$ cat src/rtl/i2c_target_responder_if.sv
// rtl/i2c_target_responder_if.sv - bus and host-side signals of the I2C target responder
interface i2c_target_responder_if;
   logic       scl_i;
   logic       sda_i;
   logic       sda_o;
   logic       sda_en_o;
   logic       wr_valid_o;
   logic [7:0] wr_data_o;
   logic       wr_first_o;
   logic       rd_req_o;
   logic [7:0] rd_data_i;
   logic       start_o;
   logic       stop_o;
   logic       busy_o;

   modport slave (
      input  scl_i, sda_i, rd_data_i,
      output sda_o, sda_en_o, wr_valid_o, wr_data_o, wr_first_o,
             rd_req_o, start_o, stop_o, busy_o
   );

   modport master (
      output scl_i, sda_i, rd_data_i,
      input  sda_o, sda_en_o, wr_valid_o, wr_data_o, wr_first_o,
             rd_req_o, start_o, stop_o, busy_o
   );
endinterface

$ cat src/rtl/i2c_target_responder.sv
// rtl/i2c_target_responder.sv - I2C target: address match, write bytes out, read bytes in
module i2c_target_responder #(
   parameter logic [6:0] TargetAddr = 7'h42
) (
   input  logic                    clk_i,
   input  logic                    rst_i,
   i2c_target_responder_if.slave   bus
);
   localparam logic [2:0] IDLE      = 3'd0;
   localparam logic [2:0] ADDR      = 3'd1;
   localparam logic [2:0] ADDR_ACK  = 3'd2;
   localparam logic [2:0] WRITE     = 3'd3;
   localparam logic [2:0] WRITE_ACK = 3'd4;
   localparam logic [2:0] READ      = 3'd5;
   localparam logic [2:0] READ_ACK  = 3'd6;
   localparam logic [2:0] WAIT_STOP = 3'd7;

   logic [1:0] scl_sync_q, sda_sync_q;
   logic       scl_prev_q, sda_prev_q;
   logic [2:0] state_q, state_d;
   logic [3:0] bit_cnt_q, bit_cnt_d;
   logic [7:0] shift_q, shift_d;
   logic [7:0] tx_q, tx_d;
   logic       rw_q, rw_d;
   logic       first_q, first_d;
   logic       sda_en_q, sda_en_d;
   logic       wr_valid_q, wr_valid_d;
   logic [7:0] wr_data_q, wr_data_d;
   logic       wr_first_q, wr_first_d;
   logic       rd_req_q, rd_req_d;
   logic       start_q, stop_q;
   logic       busy_q, busy_d;

   logic scl, sda, scl_rise, scl_fall, start_det, stop_det;
   logic [7:0] rx_byte;

   assign scl       = scl_sync_q[1];
   assign sda       = sda_sync_q[1];
   assign scl_rise  = scl & ~scl_prev_q;
   assign scl_fall  = ~scl & scl_prev_q;
   // SCL must be high in both samples, so a coincident SCL edge masks START/STOP
   assign start_det = ~sda & sda_prev_q & scl & scl_prev_q;
   assign stop_det  = sda & ~sda_prev_q & scl & scl_prev_q;
   assign rx_byte   = {shift_q[6:0], sda};

   always_comb begin
      state_d    = state_q;
      bit_cnt_d  = bit_cnt_q;
      shift_d    = shift_q;
      tx_d       = rd_req_q ? bus.rd_data_i : tx_q;
      rw_d       = rw_q;
      first_d    = first_q;
      sda_en_d   = sda_en_q;
      wr_valid_d = 1'b0;
      wr_data_d  = wr_data_q;
      wr_first_d = 1'b0;
      rd_req_d   = 1'b0;
      busy_d     = busy_q;
      if (start_det) begin
         state_d   = ADDR;
         bit_cnt_d = 4'd0;
         sda_en_d  = 1'b0;
         busy_d    = 1'b1;
      end else if (stop_det) begin
         state_d  = IDLE;
         sda_en_d = 1'b0;
         busy_d   = 1'b0;
      end else begin
         case (state_q)
            ADDR: if (scl_rise) begin
               shift_d   = rx_byte;
               bit_cnt_d = bit_cnt_q + 4'd1;
               if (bit_cnt_q == 4'd7) begin
                  rw_d    = sda;
                  first_d = 1'b1;
                  state_d = (rx_byte[7:1] == TargetAddr) ? ADDR_ACK : WAIT_STOP;
               end
            end
            ADDR_ACK: if (scl_fall) begin
               sda_en_d = 1'b1;
            end else if (scl_rise) begin
               bit_cnt_d = 4'd0;
               state_d   = rw_q ? READ : WRITE;
               rd_req_d  = rw_q;
            end
            WRITE: if (scl_fall) begin
               sda_en_d = 1'b0;
            end else if (scl_rise) begin
               shift_d   = rx_byte;
               bit_cnt_d = bit_cnt_q + 4'd1;
               if (bit_cnt_q == 4'd7) begin
                  wr_valid_d = 1'b1;
                  wr_data_d  = rx_byte;
                  wr_first_d = first_q;
                  first_d    = 1'b0;
                  state_d    = WRITE_ACK;
               end
            end
            WRITE_ACK: if (scl_fall) begin
               sda_en_d = 1'b1;
            end else if (scl_rise) begin
               bit_cnt_d = 4'd0;
               state_d   = WRITE;
            end
            READ: if (scl_fall) begin
               if (bit_cnt_q == 4'd8) begin
                  sda_en_d = 1'b0;
                  state_d  = READ_ACK;
               end else begin
                  sda_en_d = ~tx_q[~bit_cnt_q[2:0]];
               end
            end else if (scl_rise) begin
               bit_cnt_d = bit_cnt_q + 4'd1;
            end
            READ_ACK: if (scl_rise) begin
               bit_cnt_d = 4'd0;
               state_d   = sda ? WAIT_STOP : READ;
               rd_req_d  = ~sda;
            end
            default: ;
         endcase
      end
   end

   always_ff @(posedge clk_i or posedge rst_i) begin
      if (rst_i) begin
         scl_sync_q <= 2'b11;
         sda_sync_q <= 2'b11;
         scl_prev_q <= 1'b1;
         sda_prev_q <= 1'b1;
         state_q    <= IDLE;
         bit_cnt_q  <= 4'd0;
         shift_q    <= 8'd0;
         tx_q       <= 8'd0;
         rw_q       <= 1'b0;
         first_q    <= 1'b0;
         sda_en_q   <= 1'b0;
         wr_valid_q <= 1'b0;
         wr_data_q  <= 8'd0;
         wr_first_q <= 1'b0;
         rd_req_q   <= 1'b0;
         start_q    <= 1'b0;
         stop_q     <= 1'b0;
         busy_q     <= 1'b0;
      end else begin
         scl_sync_q <= {scl_sync_q[0], bus.scl_i};
         sda_sync_q <= {sda_sync_q[0], bus.sda_i};
         scl_prev_q <= scl_sync_q[1];
         sda_prev_q <= sda_sync_q[1];
         state_q    <= state_d;
         bit_cnt_q  <= bit_cnt_d;
         shift_q    <= shift_d;
         tx_q       <= tx_d;
         rw_q       <= rw_d;
         first_q    <= first_d;
         sda_en_q   <= sda_en_d;
         wr_valid_q <= wr_valid_d;
         wr_data_q  <= wr_data_d;
         wr_first_q <= wr_first_d;
         rd_req_q   <= rd_req_d;
         start_q    <= start_det;
         stop_q     <= stop_det;
         busy_q     <= busy_d;
      end
   end

   assign bus.sda_o      = 1'b0;
   assign bus.sda_en_o   = sda_en_q;
   assign bus.wr_valid_o = wr_valid_q;
   assign bus.wr_data_o  = wr_data_q;
   assign bus.wr_first_o = wr_first_q;
   assign bus.rd_req_o   = rd_req_q;
   assign bus.start_o    = start_q;
   assign bus.stop_o     = stop_q;
   assign bus.busy_o     = busy_q;
endmodule
$ cat src/flat_wrapper.sv
// flat-port wrapper written by rule: the top's interface ports become plain ports
module i2c_target_responder_flat 
#(
   parameter logic [6:0] TargetAddr = 7'h42
)
  (clk_i, rst_i, bus_scl_i, bus_sda_i, bus_rd_data_i, bus_sda_o, bus_sda_en_o, bus_wr_valid_o, bus_wr_data_o, bus_wr_first_o, bus_rd_req_o, bus_start_o, bus_stop_o, bus_busy_o);
  i2c_target_responder_if bus_i ();
  input  logic clk_i;
  input  logic rst_i;
  input wire logic [$bits(bus_i.scl_i)-1:0] bus_scl_i;
  input wire logic [$bits(bus_i.sda_i)-1:0] bus_sda_i;
  input wire logic [$bits(bus_i.rd_data_i)-1:0] bus_rd_data_i;
  output wire logic [$bits(bus_i.sda_o)-1:0] bus_sda_o;
  output wire logic [$bits(bus_i.sda_en_o)-1:0] bus_sda_en_o;
  output wire logic [$bits(bus_i.wr_valid_o)-1:0] bus_wr_valid_o;
  output wire logic [$bits(bus_i.wr_data_o)-1:0] bus_wr_data_o;
  output wire logic [$bits(bus_i.wr_first_o)-1:0] bus_wr_first_o;
  output wire logic [$bits(bus_i.rd_req_o)-1:0] bus_rd_req_o;
  output wire logic [$bits(bus_i.start_o)-1:0] bus_start_o;
  output wire logic [$bits(bus_i.stop_o)-1:0] bus_stop_o;
  output wire logic [$bits(bus_i.busy_o)-1:0] bus_busy_o;
  assign bus_i.scl_i = bus_scl_i;
  assign bus_i.sda_i = bus_sda_i;
  assign bus_i.rd_data_i = bus_rd_data_i;
  assign bus_sda_o = bus_i.sda_o;
  assign bus_sda_en_o = bus_i.sda_en_o;
  assign bus_wr_valid_o = bus_i.wr_valid_o;
  assign bus_wr_data_o = bus_i.wr_data_o;
  assign bus_wr_first_o = bus_i.wr_first_o;
  assign bus_rd_req_o = bus_i.rd_req_o;
  assign bus_start_o = bus_i.start_o;
  assign bus_stop_o = bus_i.stop_o;
  assign bus_busy_o = bus_i.busy_o;
  i2c_target_responder #(.TargetAddr(TargetAddr)) u_core (.clk_i(clk_i), .rst_i(rst_i), .bus(bus_i));
endmodule
$ cat config.mk
export PLATFORM = sky130hd
export DESIGN_NAME = i2c_target_responder_flat
export DESIGN_NICKNAME = d
export VERILOG_FILES = /design/src/rtl/i2c_target_responder_if.sv /design/src/rtl/i2c_target_responder.sv /design/src/flat_wrapper.sv
export SDC_FILE = /design/constraint.sdc
export NUM_CORES = 1
export LEC_CHECK = 0
export CORE_MARGIN = 8
export CORE_UTILIZATION = 54
export DETAILED_ROUTE_END_ITERATION = 12
export GPL_TIMING_DRIVEN = 0
export PLACE_DENSITY_LB_ADDON = 0.1
export SETUP_SLACK_MARGIN = 0.3
export SYNTH_ARGS = -nofsm -noshare
export SYNTH_HDL_FRONTEND = slang
export SYNTH_SLANG_ARGS = --single-unit
$ cat constraint.sdc
create_clock -name clk_i -period 2.29 [get_ports clk_i]
set_input_delay 0.3435 -clock clk_i [delete_from_list [all_inputs] [get_ports clk_i]]
set_output_delay 0.3435 -clock clk_i [all_outputs]
set_load 0.01 [all_outputs]
* Word level (Yosys, flattened, before mapping)
Index checks and enable logic that the tools add are counted.
Cells by class: add/subtract/negate cells 1, magnitude comparators 1, equality and inequality tests 31, mux-type cells 63, bitwise gates (word level) 17, reductions and logical operators 14
Operators by type and width (count):
- 3-bit two-way mux | 16
- 4-bit by 1-bit != test with 1-bit output, second input constant | 11
- 1-bit two-way mux | 31
- 4-bit two-way mux | 6
- 3-bit case mux with 6 select lines | 1
- 8-bit two-way mux | 2
- 4-bit case mux with 4 select lines | 1
- 8-bit case mux with 2 select lines | 1
- 13-bit AND reduction | 1
- 4-bit != test, second input constant | 3
- 4-bit AND reduction | 3
- 2-bit by 1-bit != test with 1-bit output, second input constant | 5
- 5-bit nonzero test | 2
- 3-bit equality test, second input constant | 3
- 1-bit bitwise AND | 8
- 1-bit NOT | 8
- 8-bit AND reduction | 1
- 8-bit nonzero test | 1
- 7-bit equality test, second input constant | 1
- 3-bit by 2-bit equality test with 1-bit output, second input constant | 2
- 3-bit != test, second input constant | 2
- 6-bit AND reduction | 1
- 5-bit AND reduction | 1
- 4-bit by 1-bit adder with 4-bit output, second input constant | 1
- other kinds (12) | 15
Word-level totals: register bits after elaboration 46, input bits 12, output and inout bits 16, logic and storage cells 145

* Logic depth before layout (Yosys ltp)
Gate-level depths: netlist of run 1.
word-level depth 9, gate-level depth with buffers 6

* Least setup slack after synthesis of run 1
No wires, ideal clock.
path type register to register, from register u_core.bit_cnt_q[0], to register u_core.state_q[0], library setup time 125 ps, data arrival time 1671 ps, data required time 2165 ps, path slack 494 ps, stages on the path, launching flop included 7, path buffers 0, clock period less this slack 1796 ps, cells stage by stage dfrtp_1 -> inv_1 -> ha_1 -> and3b_1 -> a2111oi_1 -> a211o_2 -> mux2_4
Between the ends: longest elaborated chain between the ends 3, elaborated cells between the ends (all ways) 6, those cells by class 5 x eq/ne; 1 x reduce/logical
RTL lines:
- start, declared | RTL line i2c_target_responder.sv:21 | logic [3:0] bit_cnt_q, bit_cnt_d;
- start signal, assigned | RTL line i2c_target_responder.sv:151 | bit_cnt_q <= bit_cnt_d;
- 4-bit equality test or 4-bit by 3-bit equality test with 1-bit output (tied branches) | RTL line i2c_target_responder.sv:106, i2c_target_responder.sv:73, i2c_target_responder.sv:91
- 4-bit by 1-bit != test with 1-bit output (no source line)
- 13-bit AND reduction (no source line) *
- end signal, assigned | RTL line i2c_target_responder.sv:150 | state_q <= state_d;
- end, declared | RTL line i2c_target_responder.sv:20 | logic [2:0] state_q, state_d;
Mark *: on every way between the ends. The rest lies on a longest branch, timed or not. A chain may end at the register's enable or synchronous reset.

* Worst setup path after layout of run 1
from register u_core.bit_cnt_q[1], to register u_core.state_q[0]
The elaborated chain is that of the path after synthesis.

==> impl_metrics.ini, run 1 <==
[placed_design]
port_buffers = 26
gp_congestion = 0.817
place.detailed.hpwl_um = 3080

[detailed_routing]
num_vias = 1416
dr.pass1.iters = 7
drc_errors = 0
ant_nets = 0
wl_per_cell_um = 16.8
viasPerCell = 5.73
drtIter0Drc = 65
finalWirelength_um = 4160

[power_and_ir_drop]
switching_power_w = 0.000889
power.internal_w = 0.00191
pwr-share-seq_pct = 42.0
power_frac_comb_pct = 32.4
powerDensity_nw_per_um2 = 1090
clkPwrFrac_pct = 25.6
leakage_nw = 1.18
p_sw_share_pct = 31.7
irDropWorstVdd_v = 0.000569

[cts]
clk-insertion-delay-late_ns = 0.30
cts.clk_slew.worst_paths_ns = 0.09
htree_levels = 2
numCtsBuffers = 5
cts_root_buffer = clkbuf_8
clockBufferDepth = 2
post-cts-setup-buffers = 0
cts_tree = done
cts_sinks = 45

[logic_synthesis]
synth-seq-cells = 45
synth.area.mux_share_pct = 16.6
synth-compound-area-share_pct = 10.7
syn_area_per_cell_um2 = 12.8
yosysWarnings = 0
async_flop_share_pct = 100
synth_top_family_by_area = multiplexers
synth-xor-area-share_pct = 1.61
ys_seq_area_share_pct = 53.9
synthCells = 165
synth_cell_type_count = 49
yosys.area_share.simple_pct = 11.6
synth_edf_count = 0
synthFlopType = dfrtp_1
syn_nets = 179
synth_area_um2 = 2100
yosys.area_share.adder_pct = 1.19

[sta]
relSlewSlack_pct = 38.4
clock.fmax_ghz = 0.517
finalClockSkew_ns = 0.0115
finalHoldViolCount = 0
layout_min_cycle_time_ns = 1.94
rsz0062_at_grt = no
period_share_pct = 84.5
worst_pin_slew_ns = 0.923
setup_viol = 0
slew_viol_final = 0
setup_tns_ns = 0

[die]
die_w_um = 78.4
chipHeight_um = 78.4
dieArea_um2 = 6150
rows = 22
core_area_um2 = 3720
initial_utilization_pct = 56.6
ios = 28

[global_route]
grt_max_degree = 46
overflow = 0
grt_pass1_vias = 1489
grt_usage_pct = 14.5
grt_first_pass_wirelength_um = 7130
grt_antenna_before_repair = 0

[cells_and_area]
num-nets-final = 212
seqCellArea_um2 = 1130
diodes = 0
multi_input_area_um2 = 882
fin_util_pct = 69.0
syn_to_final_growth_pct = 21.8
n_fill_cell = 306
final_layout_size_suffix_gt1_share_pct = 31.2

[worst_setup_path]
r2r_cells = 6
crit_chain = inv_1, ha_1, and3b_1, a2111oi_1, a211o_2, mux2_4
r2r_start = u_core.bit_cnt_q[1]
r2r-end = u_core.state_q[0]
crit_start = u_core.bit_cnt_q[1]
max_stage_delay_ns = 0.45
path_depth = 6
path_delay_family = compound AO/OA/AOI/OAI gates
reg2reg_slack_ns = 0.35
cp_max_fo = 5
worstSetupPathType = flop to flop
cp-end-kind = flop
cp_slowest_cell = dfrtp_1
worst-path-buf-inv = 1
required_ns = 2.49
crit_path_end = u_core.state_q[0]
arrival_ns = 2.13
critPathLaunchType = flop

[run_status]
status = finished clean

[worst_hold_path]
hold_depth = 0
hold_class = flop to flop

[flow_run]
max_cap_violations = 0
## Yosys cell counts (all sizes together), types with 2 or more instances
library cell	count	area, µm²
and3b	3	28.8
o211ai	2	15.0
a21oi	3	15.0
a21o	2	15.0
o311ai	2	17.5
inv	8	30.0
nor2	6	22.5
dfrtp	39	976
ha	2	25.0
clkbuf	2	7.51
a2111oi	3	40.0
and2	3	18.8
mux4	2	45.0
mux2	25	285
mux2i	2	20.0
buf	8	51.3
nor3	2	10.0
nand3	7	47.6
dfstp	6	158
nand2	8	30.0
xnor2	2	17.5
nand4b	2	17.5
nor2b	3	18.8
a22o	2	20.0
o21ai	3	15.0
## area by class of cell
class	count	area share, %
Timing Repair Buffer	26	10.2
Clock inverter	3	2.68
Sequential cell	45	44.3
Tap cell	48	2.34
Multi-Input combinational cell	102	34.4
Buffer	10	2.29
Clock buffer	5	2.68
Inverter	8	1.17
## state kept, by name, indices dropped and copies added (netlist names)
signal and count:
u_core.bus.wr_data_o 8, u_core.tx_q 8, u_core.shift_q 7, u_core.bit_cnt_q 4, u_core.state_q 3, u_core.scl_sync_q 2
u_core.sda_sync_q 2, u_core.bus.busy_o 1, u_core.bus.rd_req_o 1, u_core.bus.sda_en_o 1, u_core.bus.start_o 1, u_core.bus.stop_o 1
u_core.bus.wr_first_o 1, u_core.bus.wr_valid_o 1, u_core.first_q 1, u_core.rw_q 1, u_core.scl_prev_q 1, u_core.sda_prev_q 1
## cells in the final DEF (no fill, tap or decap), types with 3 or more instances in the layout
cell,instances
o21ai_0,3
nor2b_1,3
nand3_1,6
a21oi_1,3
mux2_2,24
and2_1,3
buf_2,5
dfstp_2,6
clkbuf_8,5
nand2_1,8
clkdlybuf4s50_1,26
dfrtp_1,38
inv_1,7
nor2_1,6
## per-layer routing
layer  routed length [µm]  track usage [%]
met3                  188             4.10
met5                    0                0
met1                 1840             17.8
met2                 2070             23.5
met4                   55             5.56
## power by group through the flow
| stage | sequential, W | combinational (W) | clock [W] |
|---|---|---|---|
| finish | 0.00118 | 0.000908 | 0.000717 |
| global route | 0.00121 | 0.000986 | 0.000761 |
| CTS | 0.00118 | 0.000910 | 0.000735 |
| detailed placement | 0.00119 | 0.000905 | 0 |
| global placement | 0.00118 | 0.000884 | 0 |
| floorplan | 0.00114 | 0.000683 | 0 |
## logic make-up (layout without fill, tap and decap cells)
| kind of cell | Yosys count | count (layout) |
|---|---|---|
| other | 1 | 1 |
| adder cells (fa/ha/maj) | 2 | 2 |
| AO/OA/AOI/OAI | 27 | 27 |
| AND/OR/NAND/NOR | 40 | 40 |
| multiplexers | 29 | 29 |
| flip-flops | 45 | 45 |
| XOR/XNOR | 3 | 3 |
| buffers and inverters | 18 | 52 |
## through the flow
stage	setup slack, ns	hold slack (ns)	cell area [µm²]	std cells	power (W)
6_report	0.355	0.349	2560	247	0.00280
5_1_grt	0.315	0.356	2560	247	0.00296
4_1_cts	0.366	0.357	2560	247	0.00282
2_1_floorplan	0.494	0.345	2100	165	0.00183
3_3_place_gp	0.139	0.346	2420	239	0.00206
3_5_place_dp	0.278	0.347	2420	239	0.00210
## repair_timing
| action | in CTS | in global routing |
|---|---|---|
| hold buffers | 0 | 0 |
| endpoints found under the setup margin | 1 | 0 |
| resized for setup | 1 | 0 |
## worst min path at each step
stage	startpoint	end	slack, ns
3_5_place_dp	u_core.scl_sync_q[0]	u_core.scl_sync_q[1]	0.35
2_1_floorplan	u_core.scl_sync_q[0]	u_core.scl_sync_q[1]	0.35
5_1_grt	u_core.scl_sync_q[0]	u_core.scl_sync_q[1]	0.36
4_1_cts	u_core.scl_sync_q[0]	u_core.scl_sync_q[1]	0.36
6_report	u_core.scl_sync_q[0]	u_core.scl_sync_q[1]	0.35
3_3_place_gp	u_core.scl_sync_q[0]	u_core.scl_sync_q[1]	0.35
## worst register-to-register path, cell delays in order (launching register included)
cell       delay, ns
dfrtp_1         0.45
inv_1           0.09
ha_1            0.19
and3b_1         0.20
a2111oi_1       0.40
a211o_2         0.21
mux2_4          0.29
No activity file was read; power rests on OpenSTA's default activity.
==> run 2, diff against run 1 <==
==> constraint.sdc (replaced) <==
create_clock -name clk_i -period 1.9 [get_ports clk_i]
set_input_delay 0.285 -clock clk_i [delete_from_list [all_inputs] [get_ports clk_i]]
set_output_delay 0.285 -clock clk_i [all_outputs]
set_load 0.01 [all_outputs]
==> run 2 against run 1 <==
  * Register-to-register slack lost 0.22 ns
  * Power grew 25%
  * Maximum frequency grew 9.6%
  * Critical endpoint unchanged
  * Largest cell class unchanged
==> impl_metrics.ini, run 2 (synthesis results as in run 1) <==
[run_status]
status = finished clean

[sta]
holdWs_ns = 0.358
slew_viol_final = 0
finalClockSkew_ns = 0.00900
period_share_pct = 92.9
relSlewSlack_pct = 40.1
setup_viol = 0
rsz0062_at_grt = yes
finalHoldViolCount = 0
layout_min_cycle_time_ns = 1.76
clock.fmax_ghz = 0.567
worst_pin_slew_ns = 0.897

[cts]
numCtsBuffers = 5
cts_root_buffer = clkbuf_8
htree_levels = 2
cts_tree = done
hold_buffers = 0
cts.clk_slew.worst_paths_ns = 0.09
cts_sinks = 45
clockBufferDepth = 2
clk-insertion-delay-late_ns = 0.30

[worst_hold_path]
hold_class = flop to flop

[detailed_routing]
drtIter0Drc = 139
viasPerCell = 5.72
num_vias = 1505
finalWirelength_um = 4720
dr.pass1.iters = 5
wl_per_cell_um = 17.9
drc_errors = 0
ant_nets = 0

[worst_setup_path]
required_ns = 2.09
worstSetupPathType = flop to flop
cp_slowest_cell = dfrtp_2
cp-end-kind = flop
crit_chain = inv_1, ha_1, and3b_1, a2111oi_2, a211o_2, mux2_4
arrival_ns = 1.96
path_delay_family = flip-flops
max_stage_delay_ns = 0.46
worst-path-buf-inv = 1
cp_max_fo = 4
critPathLaunchType = flop
reg2reg_slack_ns = 0.14

[global_route]
grt_usage_pct = 15.7
grt_first_pass_wirelength_um = 7710
overflow = 0
use_met1_pct = 19.1
grt_busiest_layer = met2
grt_util_met2_pct = 25.9
grt_util_met3_pct = 4.67
grt_pass1_vias = 1553
grt_antenna_before_repair = 0
grt_max_degree = 46

[cells_and_area]
num-nets-final = 228
final_layout_size_suffix_gt1_share_pct = 40.9
finalInstanceArea_um2 = 2800
fin_cells = 263
syn_to_final_growth_pct = 33.2
multi_input_area_um2 = 1000
diodes = 0
layout_common_cells = dfrtp_1 (37), clkdlybuf4s50_1 (26), mux2_2 (16), buf_4 (16), mux2_4 (9)
layout_commonest_cell = dfrtp_1
n_fill_cell = 252
seqCellArea_um2 = 1140

[placed_design]
place.detailed.hpwl_um = 3250
port_buffers = 26
dp_cells = 239
place_area_um2 = 2490
gp_congestion = 0.873

[die]
chipHeight_um = 78.4
ios = 28
dieArea_um2 = 6150
initial_utilization_pct = 56.6
die_w_um = 78.4
core_area_um2 = 3720
rows = 22

[flow_run]
max_cap_violations = 0

[power_and_ir_drop]
leakage_nw = 1.30
powerDensity_nw_per_um2 = 1250
irDropWorstVdd_v = 0.000689
run 2: routing by layer:
metal | wire [µm] | vias up
met3 | 209 | 13
met5 | 0 | -
met1 | 2010 | 761
met2 | 2380 | 43
li1 | - | 688
met4 | 119 | 0
run 2: report_power, final:
| group | switching (W) | internal [W] |
|---|---|---|
| combinational | 0.000640 | 0.000715 |
| sequential | 0.000227 | 0.00121 |
| clock | 0.000321 | 0.000390 |
run 2: layout make-up:
cell class	count	area share (%)
Clock inverter	2	1.25
Inverter	8	1.07
Multi-Input combinational cell	102	35.8
Sequential cell	45	40.5
Timing Repair Buffer	42	13.8
Clock buffer	6	2.59
Buffer	10	2.72
Tap cell	48	2.14
run 2: path summary, 6_finish.rpt:
| path | endpoint | cells past startpoint | start |
|---|---|---|---|
| setup reg to reg | u_core.state_q[0] | 6 | u_core.bit_cnt_q[1] |
| max in group asynchronous | u_core.bit_cnt_q[0] | 2 | rst_i |
| setup / recovery | u_core.state_q[0] | 6 | u_core.bit_cnt_q[1] |
| min in group asynchronous | u_core.rw_q | 2 | rst_i |
| hold / removal | u_core.scl_sync_q[1] | 0 | u_core.scl_sync_q[0] |
| hold reg to reg | u_core.scl_sync_q[1] | 0 | u_core.scl_sync_q[0] |
run 2: metrics by stage:
stage	total power [W]	TNS, ns	setup WS, ns	utilization [%]
after global routing	0.00368	0	0.0923	75.4
after global placement	0.00252	-7.14	-0.303	66.9
after detailed placement	0.00259	0	0.0721	66.9
final	0.00350	0	0.135	75.4
after floorplan	0.00225	0	0.206	-
after CTS	0.00340	0	0.154	72.7
run 2: what timing repair did:
item / CTS / global route
pin swaps: 4 / 5
gates cloned: 0 / 0
setup buffers: 11 / 5
endpoints found under the setup margin: 17 / 24
resized for setup: 8 / 17
==> run 3, diff against run 2 <==
--- a/config.mk
+++ b/config.mk
@@ -5,11 +5,13 @@
 export SDC_FILE = /design/constraint.sdc
 export NUM_CORES = 1
 export LEC_CHECK = 0
+export ABC_AREA = 1
 export CORE_MARGIN = 8
-export CORE_UTILIZATION = 54
+export CORE_UTILIZATION = 55
 export DETAILED_ROUTE_END_ITERATION = 12
 export GPL_TIMING_DRIVEN = 0
 export PLACE_DENSITY_LB_ADDON = 0.1
+export RECOVER_POWER = 100
 export SETUP_SLACK_MARGIN = 0.3
 export SYNTH_ARGS = -nofsm -noshare
 export SYNTH_HDL_FRONTEND = slang
==> run 3 against run 2 <==
  * Hold slack improved by 0.0053 ns
  * First-iteration DRC count shrank 44%
  * Non-clock buffer count shrank 14
  * Worst setup slack improved by 0.16 ns
  * Critical path type is now flop to output port
  * Largest cell class unchanged
==> impl_metrics.ini, run 3 <==
[worst_setup_path]
cp_max_fo = 3
arrival_ns = 1.32
r2r-end = u_core.shift_q[1]
critPathLaunchType = flop
r2r_start = u_core.scl_sync_q[1]
cp-end-kind = output port
required_ns = 1.62
worst-path-buf-inv = 1
worstSetupPathType = flop to output port
reg2reg_slack_ns = 0.32
path_delay_family = buffers and inverters
max_stage_delay_ns = 0.61
cp_slowest_cell = dlygate4sd3_1
crit_start = u_core.bus.rd_req_o
crit_chain = dlygate4sd3_1
r2r_cells = 4

[run_status]
status = finished clean

[sta]
setup_viol = 0
slew_viol_final = 0
layout_setup_ws_ns = 0.297
relSlewSlack_pct = 39.9
finalHoldViolCount = 0
worst_pin_slew_ns = 0.900
layout_min_cycle_time_ns = 1.60
clock.fmax_ghz = 0.624
period_share_pct = 84.4
holdWs_ns = 0.363
rsz0062_at_grt = yes
finalClockSkew_ns = 0.00774

[logic_synthesis]
synth-seq-cells = 45
async_flop_share_pct = 100
netlist_top_cells_area = dfrtp_1 (43%), nand2_1 (8.6%), dfstp_2 (7.0%), o21ai_0 (4.2%), inv_1 (4.0%)
yosys.cell_count.top_type = nand2_1
synth_area_um2 = 2260
synth_top_area_share_pct = 43.1
synth_edf_count = 0
syn_nets = 261
syn_area_per_cell_um2 = 9.16
synthCells = 247
ys_top_cells_by_count = nand2_1 (52), dfrtp_1 (39), inv_1 (24), o21ai_0 (19)
synth_cell_type_count = 34
ys_seq_area_share_pct = 50.1
yosysTopAreaCell = dfrtp_1
yosysWarnings = 0
synthFlopType = dfrtp_1

[detailed_routing]
drtIter0Drc = 78
drc_errors = 0
viasPerCell = 5.04
num_vias = 1690
finalWirelength_um = 4480
dr.pass1.iters = 4
ant_nets = 0
wl_per_cell_um = 13.4

[global_route]
grt_first_pass_wirelength_um = 7730
grt_max_degree = 25
grt_usage_pct = 15.4
grt_pass1_vias = 1659
grt_antenna_before_repair = 0
overflow = 0

[cts]
clockBufferDepth = 2
htree_levels = 2
clk-insertion-delay-late_ns = 0.30
cts.clk_slew.worst_paths_ns = 0.08
cts_tree = done
numCtsBuffers = 5
cts_root_buffer = clkbuf_8
cts_sinks = 45

[cells_and_area]
n_fill_cell = 347
syn_to_final_growth_pct = 19.7
diodes = 0
num-nets-final = 298
layout_commonest_cell = nand2_1
final_layout_size_suffix_gt1_share_pct = 20.7
layout_common_cells = nand2_1 (54), dfrtp_1 (39), o21ai_0 (27)

[flow_run]
max_cap_violations = 0

[worst_hold_path]
min_to = u_core.scl_sync_q[1]
hold_depth = 0
hold_class = flop to flop
hold_start = u_core.scl_sync_q[0]

[power_and_ir_drop]
finalPower_w = 0.00339
powerDensity_nw_per_um2 = 1250
irDropWorstVdd_v = 0.000684
leakage_nw = 1.33

[die]
rows = 23
die_w_um = 80.1
chipHeight_um = 80.1
core_area_um2 = 3970
dieArea_um2 = 6420
initial_utilization_pct = 57.0
ios = 28

[placed_design]
place_worst_setup_slack_ns = 0.401
gp_congestion = 0.810
place.detailed.hpwl_um = 3250
port_buffers = 26
==> run 3: cell types whose count changed after synthesis, moves of 7 or more <==
| cell | before | now |
|---|---|---|
| o21ai_2 | 0 | 9 |
| nand3_1 | 6 | 14 |
| inv_2 | 0 | 7 |
| inv_1 | 8 | 24 |
| nand2_2 | 0 | 11 |
| mux2_2 | 24 | 4 |
| nand2_1 | 8 | 52 |
| o21ai_0 | 3 | 19 |
| nor2_1 | 6 | 14 |
==> run 3: final cells by class <==
cell class / count / area, µm² / share of cell area [%]
sequential: 45 / 1130 / 41.9
multi-input combinational: 160 / 880 / 32.5
timing repair buffer: 30 / 310 / 11.5
inverter: 34 / 138 / 5.08
clock buffer: 7 / 86.3 / 3.19
buffer: 8 / 67.6 / 2.50
tap: 50 / 62.6 / 2.31
clock inverter: 1 / 30.0 / 1.11
==> run 3: power breakdown <==
part | internal, W | switching [W] | total (W)
Sequential | 0.00116 | 0.000133 | 0.00130
Clock | 0.000429 | 0.000319 | 0.000748
Combinational | 0.000514 | 0.000831 | 0.00135
Total | 0.00210 | 0.00128 | 0.00339
==> run 3: what timing repair did <==
| item | 4_1_cts | 5_1_grt |
|---|---|---|
| endpoints found under the setup margin | 0 | 5 |
| resized for setup | 0 | 3 |
| hold buffers | 0 | 0 |
| buffers inserted | 0 | 3 |
==> run 3: metal layers <==
metal / part of all wire, % / vias up / global-route usage, % / routed length (µm)
met4: 1.7 / 0 / 6.00 / 76
met1: 43 / 789 / 17.8 / 1930
met3: 4.6 / 8 / 4.91 / 208
met2: 51 / 38 / 25.9 / 2270
li1: - / 855 / - / -
met5: 0 / - / 0 / 0
==> run 3: cells by family (layout without fill, tap and decap cells) <==
kind of cell,Yosys count,in the layout,share of synthesized area (%)
simple gates,111,111,25.9
flops,45,45,50.1
buf+inv,42,80,9.02
compound gates,41,41,11.3
mux,4,4,1.99
fa+ha+maj,2,2,1.11
other cells,1,1,0.166
xor+xnor,1,1,0.387
==> run 3: how the worst max path moves through the flow <==
stage | endpoint | depth (start not counted) | slack, ns
finish | bus_rd_req_o | 1 | 0.30
detailed placement | u_core.state_q[2] | 12 | 0.40
global route | u_core.bit_cnt_q[1] | 9 | 0.15
global placement | u_core.state_q[1] | 2 | -0.29
CTS | bus_rd_req_o | 1 | 0.31
floorplan | u_core.state_q[2] | 12 | 0.53
==> run 3: through the flow <==
stage               setup TNS [ns]  cell area, µm²  cells  util (%)
floorplan                        0            2260    247         -
global placement            -11.44            2580    323      65.1
detailed placement               0            2610    324      65.8
CTS                              0            2730    332      68.7
global route                     0            2710    335      68.2
finish                           0            2710    335      68.2
